[src/rtl/my_vip_pkg.sv]
// Shared video-IP definitions: Avalon-ST packet type codes, the test pattern
// generator FSM encoding and the control-packet nibble packing helper.
package my_vip_pkg;

    localparam logic [3:0] PKT_CTRL        = 4'hF;
    localparam logic [3:0] PKT_VIDEO       = 4'h0;
    localparam logic [3:0] PKT_PROGRESSIVE = 4'h3;

    localparam logic [2:0] ST_IDLE  = 3'd0;
    localparam logic [2:0] ST_C_HDR = 3'd1;
    localparam logic [2:0] ST_C_D0  = 3'd2;
    localparam logic [2:0] ST_C_D1  = 3'd3;
    localparam logic [2:0] ST_C_D2  = 3'd4;
    localparam logic [2:0] ST_V_HDR = 3'd5;
    localparam logic [2:0] ST_V_PIX = 3'd6;

    // Control payload beat idx (0..2) as {plane2, plane1, plane0} nibbles.
    function automatic logic [11:0] ctrl_nibbles(input logic [15:0] w,
                                                 input logic [15:0] h,
                                                 input logic [1:0]  idx);
        case (idx)
            2'd0:    return {w[7:4], w[11:8], w[15:12]};
            2'd1:    return {h[11:8], h[15:12], w[3:0]};
            default: return {PKT_PROGRESSIVE, h[3:0], h[7:4]};
        endcase
    endfunction

endpackage

[src/rtl/my_tpg_gen_if.sv]
// Avalon-ST video stream bundle: data, valid, ready, start/end of packet.
interface my_tpg_gen_if #(
    parameter int unsigned DATA_WIDTH = 24
);
    logic [DATA_WIDTH-1:0] data;
    logic                  valid;
    logic                  ready;
    logic                  startofpacket;
    logic                  endofpacket;

    modport master (output data, valid, startofpacket, endofpacket, input ready);
    modport slave  (input data, valid, startofpacket, endofpacket, output ready);
endinterface

[src/rtl/my_tpg_pixel.sv]
// Combinational pattern colour for one pixel. Plane0 = B (LSBs), plane1 = G,
// plane2 = R.
module my_tpg_pixel #(
    parameter int unsigned           DATA_WIDTH   = 24,
    parameter int unsigned           COLOR_BITS   = 8,
    parameter int unsigned           COLOR_PLANES = 3,
    parameter logic [DATA_WIDTH-1:0] SOLID_COLOR  = 24'h808080
) (
    input  logic [1:0]            pattern,
    input  logic [15:0]           x,
    input  logic [15:0]           y,
    input  logic [2:0]            bar,
    output logic [DATA_WIDTH-1:0] color
);

    // Only a few coordinate bits matter to the patterns.
    logic unused_coord;
    assign unused_coord = &{1'b0, x, y};

    // Colour select: bar index bits map straight onto R/G/B on/off.
    always_comb begin
        color = '0;
        case (pattern)
            2'd0: begin
                color[0 +: COLOR_BITS]            = {COLOR_BITS{~bar[0]}};
                color[COLOR_BITS +: COLOR_BITS]   = {COLOR_BITS{~bar[2]}};
                color[2*COLOR_BITS +: COLOR_BITS] = {COLOR_BITS{~bar[1]}};
            end
            2'd1: begin
                for (int unsigned p = 0; p < COLOR_PLANES; p++)
                    color[p*COLOR_BITS +: COLOR_BITS] = x[COLOR_BITS-1:0];
            end
            2'd2: begin
                for (int unsigned p = 0; p < COLOR_PLANES; p++)
                    color[p*COLOR_BITS +: COLOR_BITS] = {COLOR_BITS{x[4] ^ y[4]}};
            end
            default: color = SOLID_COLOR;
        endcase
    end

endmodule

[src/rtl/my_tpg_gen.sv]
// Avalon-ST test pattern generator: control packet + video packet per frame,
// repeated while enable is high at frame boundaries. All outputs registered.
module my_tpg_gen
    import my_vip_pkg::*;
#(
    parameter int unsigned           DATA_WIDTH   = 24,
    parameter int unsigned           COLOR_BITS   = 8,
    parameter int unsigned           COLOR_PLANES = 3,
    parameter logic [15:0]           IM_WIDTH     = 16'd640,
    parameter logic [15:0]           IM_HEIGHT    = 16'd480,
    parameter logic [DATA_WIDTH-1:0] SOLID_COLOR  = 24'h808080
) (
    input  logic                vst_clk,
    input  logic                vst_rst_n,
    input  logic                enable,
    input  logic [1:0]          pattern_sel,
    my_tpg_gen_if.master        dout,
    output logic [15:0]         frame_cnt
);

    localparam logic [15:0] X_LAST       = IM_WIDTH - 16'd1;
    localparam logic [15:0] Y_LAST       = IM_HEIGHT - 16'd1;
    localparam logic [15:0] BAR_W        = IM_WIDTH / 16'd8;
    localparam logic [15:0] BAR_LAST_POS = BAR_W - 16'd1;

    logic [2:0]            state;
    logic [15:0]           x, y, bar_pos;
    logic [2:0]            bar;
    logic [1:0]            pat;
    logic [DATA_WIDTH-1:0] data_q;
    logic                  valid_q, sop_q, eop_q;

    logic [15:0]           nx, ny, npos;
    logic [2:0]            nbar;
    logic                  last_pix;
    logic [DATA_WIDTH-1:0] pix;
    logic [2:0]            nxt_state;
    logic [DATA_WIDTH-1:0] nxt_data;
    logic                  nxt_valid, nxt_sop, nxt_eop;
    logic                  start, frame_done, adv;

    // Control beat idx expanded to planes: nibble in the low 4 bits of each.
    function automatic logic [DATA_WIDTH-1:0] ctrl_beat(input logic [1:0] idx);
        logic [11:0]           nib;
        logic [DATA_WIDTH-1:0] beat;
        nib  = ctrl_nibbles(IM_WIDTH, IM_HEIGHT, idx);
        beat = '0;
        for (int unsigned p = 0; p < 3; p++)
            beat[p*COLOR_BITS +: 4] = nib[p*4 +: 4];
        return beat;
    endfunction

    assign adv = !valid_q || dout.ready;

    // Coordinates of the pixel following the one on the bus (origin otherwise).
    always_comb begin
        last_pix = (state == ST_V_PIX) && (x == X_LAST) && (y == Y_LAST);
        nx   = '0;
        ny   = '0;
        nbar = '0;
        npos = '0;
        if (state == ST_V_PIX && !last_pix) begin
            if (x == X_LAST) begin
                ny = y + 16'd1;
            end else begin
                nx = x + 16'd1;
                ny = y;
                if (bar_pos == BAR_LAST_POS && bar != 3'd7) begin
                    nbar = bar + 3'd1;
                end else begin
                    nbar = bar;
                    npos = bar_pos + 16'd1;
                end
            end
        end
    end

    my_tpg_pixel #(
        .DATA_WIDTH   (DATA_WIDTH),
        .COLOR_BITS   (COLOR_BITS),
        .COLOR_PLANES (COLOR_PLANES),
        .SOLID_COLOR  (SOLID_COLOR)
    ) u_pixel (
        .pattern (pat),
        .x       (nx),
        .y       (ny),
        .bar     (nbar),
        .color   (pix)
    );

    // Next beat to present once the current one is accepted.
    always_comb begin
        nxt_state  = state;
        nxt_data   = '0;
        nxt_valid  = 1'b1;
        nxt_sop    = 1'b0;
        nxt_eop    = 1'b0;
        start      = 1'b0;
        frame_done = 1'b0;
        case (state)
            ST_IDLE: begin
                nxt_valid = 1'b0;
                start     = enable;
            end
            ST_C_HDR: begin
                nxt_state = ST_C_D0;
                nxt_data  = ctrl_beat(2'd0);
            end
            ST_C_D0: begin
                nxt_state = ST_C_D1;
                nxt_data  = ctrl_beat(2'd1);
            end
            ST_C_D1: begin
                nxt_state = ST_C_D2;
                nxt_data  = ctrl_beat(2'd2);
                nxt_eop   = 1'b1;
            end
            ST_C_D2: begin
                nxt_state     = ST_V_HDR;
                nxt_data[3:0] = PKT_VIDEO;
                nxt_sop       = 1'b1;
            end
            ST_V_HDR, ST_V_PIX: begin
                if (last_pix) begin
                    frame_done = 1'b1;
                    start      = enable;
                    nxt_state  = ST_IDLE;
                    nxt_valid  = 1'b0;
                end else begin
                    nxt_state = ST_V_PIX;
                    nxt_data  = pix;
                    nxt_eop   = (nx == X_LAST) && (ny == Y_LAST);
                end
            end
            default: begin
                nxt_state = ST_IDLE;
                nxt_valid = 1'b0;
            end
        endcase
        if (start) begin
            nxt_state     = ST_C_HDR;
            nxt_data      = '0;
            nxt_data[3:0] = PKT_CTRL;
            nxt_sop       = 1'b1;
            nxt_eop       = 1'b0;
            nxt_valid     = 1'b1;
        end
    end

    // Output beat, FSM and counters advance only when the bus is free or accepted.
    always_ff @(posedge vst_clk or negedge vst_rst_n) begin
        if (!vst_rst_n) begin
            state     <= ST_IDLE;
            x         <= '0;
            y         <= '0;
            bar       <= '0;
            bar_pos   <= '0;
            pat       <= '0;
            data_q    <= '0;
            valid_q   <= 1'b0;
            sop_q     <= 1'b0;
            eop_q     <= 1'b0;
            frame_cnt <= '0;
        end else if (adv) begin
            state   <= nxt_state;
            x       <= nx;
            y       <= ny;
            bar     <= nbar;
            bar_pos <= npos;
            data_q  <= nxt_data;
            valid_q <= nxt_valid;
            sop_q   <= nxt_sop;
            eop_q   <= nxt_eop;
            if (start)
                pat <= pattern_sel;
            if (frame_done)
                frame_cnt <= frame_cnt + 16'd1;
        end
    end

    assign dout.data          = data_q;
    assign dout.valid         = valid_q;
    assign dout.startofpacket = sop_q;
    assign dout.endofpacket   = eop_q;

endmodule

[src/flat_wrapper.sv]
// flat-port wrapper written by rule: the top's interface ports become plain ports
module my_tpg_gen_flat import my_vip_pkg::*;
#(
    parameter int unsigned           DATA_WIDTH   = 24,
    parameter int unsigned           COLOR_BITS   = 8,
    parameter int unsigned           COLOR_PLANES = 3,
    parameter logic [15:0]           IM_WIDTH     = 16'd640,
    parameter logic [15:0]           IM_HEIGHT    = 16'd480,
    parameter logic [DATA_WIDTH-1:0] SOLID_COLOR  = 24'h808080
)
  (vst_clk, vst_rst_n, enable, pattern_sel, frame_cnt, dout_data, dout_valid, dout_startofpacket, dout_endofpacket, dout_ready);
  my_tpg_gen_if #(.DATA_WIDTH(DATA_WIDTH)) dout_i ();
  input  logic vst_clk;
  input  logic vst_rst_n;
  input  logic enable;
  input  logic [1:0] pattern_sel;
  output logic [15:0] frame_cnt;
  output wire logic [$bits(dout_i.data)-1:0] dout_data;
  output wire logic [$bits(dout_i.valid)-1:0] dout_valid;
  output wire logic [$bits(dout_i.startofpacket)-1:0] dout_startofpacket;
  output wire logic [$bits(dout_i.endofpacket)-1:0] dout_endofpacket;
  input wire logic [$bits(dout_i.ready)-1:0] dout_ready;
  assign dout_data = dout_i.data;
  assign dout_valid = dout_i.valid;
  assign dout_startofpacket = dout_i.startofpacket;
  assign dout_endofpacket = dout_i.endofpacket;
  assign dout_i.ready = dout_ready;
  my_tpg_gen #(.DATA_WIDTH(DATA_WIDTH), .COLOR_BITS(COLOR_BITS), .COLOR_PLANES(COLOR_PLANES), .IM_WIDTH(IM_WIDTH), .IM_HEIGHT(IM_HEIGHT), .SOLID_COLOR(SOLID_COLOR)) u_core (.vst_clk(vst_clk), .vst_rst_n(vst_rst_n), .enable(enable), .pattern_sel(pattern_sel), .dout(dout_i), .frame_cnt(frame_cnt));
endmodule
[config.mk]
export PLATFORM = sky130hd
export DESIGN_NAME = my_tpg_gen_flat
export DESIGN_NICKNAME = d
export VERILOG_FILES = /design/src/rtl/my_vip_pkg.sv /design/src/rtl/my_tpg_gen_if.sv /design/src/rtl/my_tpg_pixel.sv /design/src/rtl/my_tpg_gen.sv /design/src/flat_wrapper.sv
export SDC_FILE = /design/constraint.sdc
export NUM_CORES = 1
export LEC_CHECK = 0
export ABC_CLOCK_PERIOD_IN_PS = 2900
export CORE_MARGIN = 1
export CORE_UTILIZATION = 45
export DETAILED_ROUTE_END_ITERATION = 10
export SLEW_MARGIN = 0
export SYNTH_ARGS = -nofsm -noshare
export SYNTH_HDL_FRONTEND = slang
export SYNTH_SLANG_ARGS = --single-unit
export TNS_END_PERCENT = 10
[constraint.sdc]
create_clock -name vst_clk -period 2.9 [get_ports vst_clk]
set_input_delay 0.725 -clock vst_clk [delete_from_list [all_inputs] [get_ports vst_clk]]
set_output_delay 0.725 -clock vst_clk [all_outputs]
set_load 0.05 [all_outputs]
==> impl_metrics.py, run 1 <==
metrics = {
    "critical_path": {
        "critical_path_depth": 7,
        "reg2reg_depth": 7,
        "crit_path_cell_trace": "ha_1 > and4bb_1 > and4_1 > nor2_1 > nand2_1 > nor2_1 > mux2_2",
        "r2r_slack_ps": 180,
        "worst_path_max_delay_cell": "dfrtp_1",
        "cp-startpoint": "u_core.x[0]",
        "cp_slowest_stage_delay_ps": 440,
        "worstSetupEndpointType": "flop",
        "worst_setup_path_start_kind": "flop",
        "critical_path_class": "flop to flop",
        "cp_common_cell": "nor2_1",
        "worstPathRequired_ps": 3190,
        "path_max_fanout": 12,
        "r2r_end": "u_core.bar[0]",
        "cp-endpoint": "u_core.bar[0]",
        "crit_buf_inv": 0,
        "timing.rr.start": "u_core.x[0]",
        "path_delay_family": "simple AND/OR/NAND/NOR gates",
        "cp.arrival_ps": 3010,
    },
    "cts": {
        "clock_tree.root_cell": "clkbuf_16",
        "clock_latency_ps": 360,
        "clockBufferDepth": 2,
        "cts_htree_levels": 3,
        "tritoncts": "built",
        "clock-sinks": 99,
        "postCtsSetupRepairBufs": 0,
        "clkTransAtPathRegs_ps": 70,
        "cts_made_buffers": 9,
    },
    "detailed_routing": {
        "dr.pass1.iters": 4,
        "wl_per_cell_um": 17.24,
        "num_vias": 4894,
        "wl_um": 14620,
        "remaining_drc_errors": 0,
        "final_antenna_net_count": 0,
        "viasPerCell": 5.771,
        "drt_iter0_drc": 188,
    },
    "sta": {
        "tightestPinTransition_ps": 736.2,
        "max-slew-margin-rel_pct": 50.47,
        "hold_violations": 0,
        "fin_worst_skew_ps": 11.56,
        "fin_setup_tns_ps": 0,
        "layout_min_cycle_time_ps": 2718,
        "rsz0062_at_grt": "false",
        "fin_crit_sh_pct": 93.74,
        "fmax_mhz": 367.9,
        "slew_viol_final": 0,
        "finalSetupViolations": 0,
    },
    "placement": {
        "dpl-instance-area_mm2": 0.006431,
        "port-buffer-count": 48,
        "place_hpwl_um": 10330,
        "place_congestion": 0.8460,
    },
    "floorplan": {
        "fp.dieW_um": 114.0,
        "ios": 49,
        "die_area_mm2": 0.01299,
        "initial_utilization_pct": 46.60,
        "core_mm2": 0.01211,
        "dieHeight_um": 114.0,
        "rows": 40,
    },
    "yosys": {
        "seq_area_frac_synth_pct": 43.89,
        "syn_area_mm2": 0.005644,
        "yosys-top-cells-area": "dfrtp_1 (44%), nand2_1 (5.1%), o21ai_0 (4.8%), nor2_1 (3.6%), nand3_1 (3.5%)",
        "synth_top_area_share_pct": 43.89,
        "synth_edf_count": 0,
        "synthFlopType": "dfrtp_1",
        "yosys.area.top_type": "dfrtp_1",
        "synth_common_cells": "dfrtp_1 (99), nand2_1 (77), nor2_1 (54), o21ai_0 (54), nand3_1 (39)",
        "synth.distinct_cells": 59,
        "ys.warnings.count": 0,
        "synth_most_common_cell": "dfrtp_1",
        "syn_inst": 626,
        "ys_ff_latch": 99,
        "syn_avg_cell_area_um2": 9.016,
        "async_flop_share_pct": 100.0,
        "synth_nets": 638,
    },
    "power_and_ir_drop": {
        "power_density_mw_per_mm2": 713.9,
        "p_leak_uw": 0.002922,
        "vdd_ir_drop_max_uv": 695.2,
    },
    "finish": {
        "syn_to_final_growth_pct": 19.33,
        "design_area_mm2": 0.006735,
        "nNetsFinal": 687,
        "drive_above_1_share_pct": 10.29,
        "diodes": 0,
    },
    "job": {
        "max-cap-violations": 0,
    },
    "global_route": {
        "grt_pass1_wl_um": 24760,
        "top_usage_layer": "met2",
        "grt.met3_usage_pct": 6.111,
        "grt_pass1_vias": 4772,
        "antenna_found_initial": 0,
        "grt_max_degree": 100,
        "grt_use_total_pct": 24.24,
        "met1_usage_pct": 33.20,
        "grt_overflow": 0,
        "use_met2_pct": 38.30,
    },
    "worst_hold_path": {
        "hold_path_class": "input port to async pin",
    },
    "status": {
        "status": "completed",
    },
}
-- cell type report --
class	instances	area (um^2)
fill	1122	5376
multi-input combinational	476	2963
sequential	99	2477
timing repair buffer	82	758.2
clock buffer	12	266.5
tap	168	210.2
clock inverter	4	33.78
inverter	7	26.28
-- timing repair --
item / CTS / global route
setup endpoints to repair: 0 / 12
hold buffers: 0 / 0
resized for setup: 0 / 1
endpoints found under the hold margin: 0 / 0
-- registers in the layout, indices dropped and copies added, names as in the netlist, 2 cells and up --
name	flops
u_core.bar_pos	16
u_core.y	16
u_core.frame_cnt	16
u_core.x	16
u_core.pat	2
u_core.state	3
u_core.dout.data	24
u_core.bar	3
-- placed cells by master (no fill, tap or decap), types with 19 or more instances in the layout --
| cell type | synthesis | routed |
|---|---|---|
| dfrtp_1 | 99 | 99 |
| nand3_1 | 39 | 39 |
| nand4_1 | 20 | 20 |
| clkdlybuf4s50_1 | 0 | 47 |
| nor2_1 | 54 | 54 |
| xor2_1 | 21 | 21 |
| nand2_1 | 77 | 77 |
| o21ai_0 | 54 | 54 |
| a21oi_1 | 20 | 19 |
| xnor2_1 | 19 | 19 |
| buf_4 | 2 | 33 |
-- power by group --
part / internal [uW] / switching, uW
combinational: 627 / 1240
clock: 657 / 541
sequential: 1570 / 165
-- kinds of logic after synthesis --
family / share of synthesized area (%)
adders and majority gates: 1.330
buffers and inverters: 3.813
muxes: 1.308
and+or+nand+nor: 25.96
AOI/OAI and AO/OA: 17.09
xor gates and xnor gates: 6.606
DFF: 43.89
-- layer usage --
layer  vias to the layer above  routed length (um)
met1                      2396                6919
met4                         0                 226
met3                        23                 680
met2                       115                6790
li1                       2360                   -
met5                         -                   0
-- worst min-delay path by stage --
stage                      endpoint                 start  cells after the start  slack [ps]
2_1_floorplan         u_core.bar[0]             vst_rst_n                      0         430
3_3_place_gp   u_core.frame_cnt[15]  u_core.frame_cnt[15]                      1         460
3_5_place_dp   u_core.frame_cnt[15]  u_core.frame_cnt[15]                      1         470
4_1_cts                 u_core.y[5]             vst_rst_n                      2         450
5_1_grt                 u_core.y[5]             vst_rst_n                      2         470
6_report               u_core.y[11]             vst_rst_n                      2         400
-- metrics by stage --
| stage | instances | total power, uW | utilization (%) | hold WS, ps | worst slack, ps |
|---|---|---|---|---|---|
| after CTS | 848 | 4850 | 55.58 | 446.7 | 199.1 |
| after floorplan | 626 | 2960 | - | 429.4 | 524.9 |
| after global placement | 832 | 3605 | 53.10 | 463.8 | 243.9 |
| after global routing | 848 | 5063 | 55.61 | 471.1 | 7.242 |
| after detailed placement | 832 | 3625 | 53.10 | 465.2 | 216.2 |
| final | 848 | 4808 | 55.61 | 401.0 | 181.6 |
(Power assumes the default switching activity.)
==> run 2: changes to the inputs <==
SLEW_MARGIN = default   (was 0)
==> results of run 2 <==
No change in the layout: final DEF, timing and power equal those of run 1.
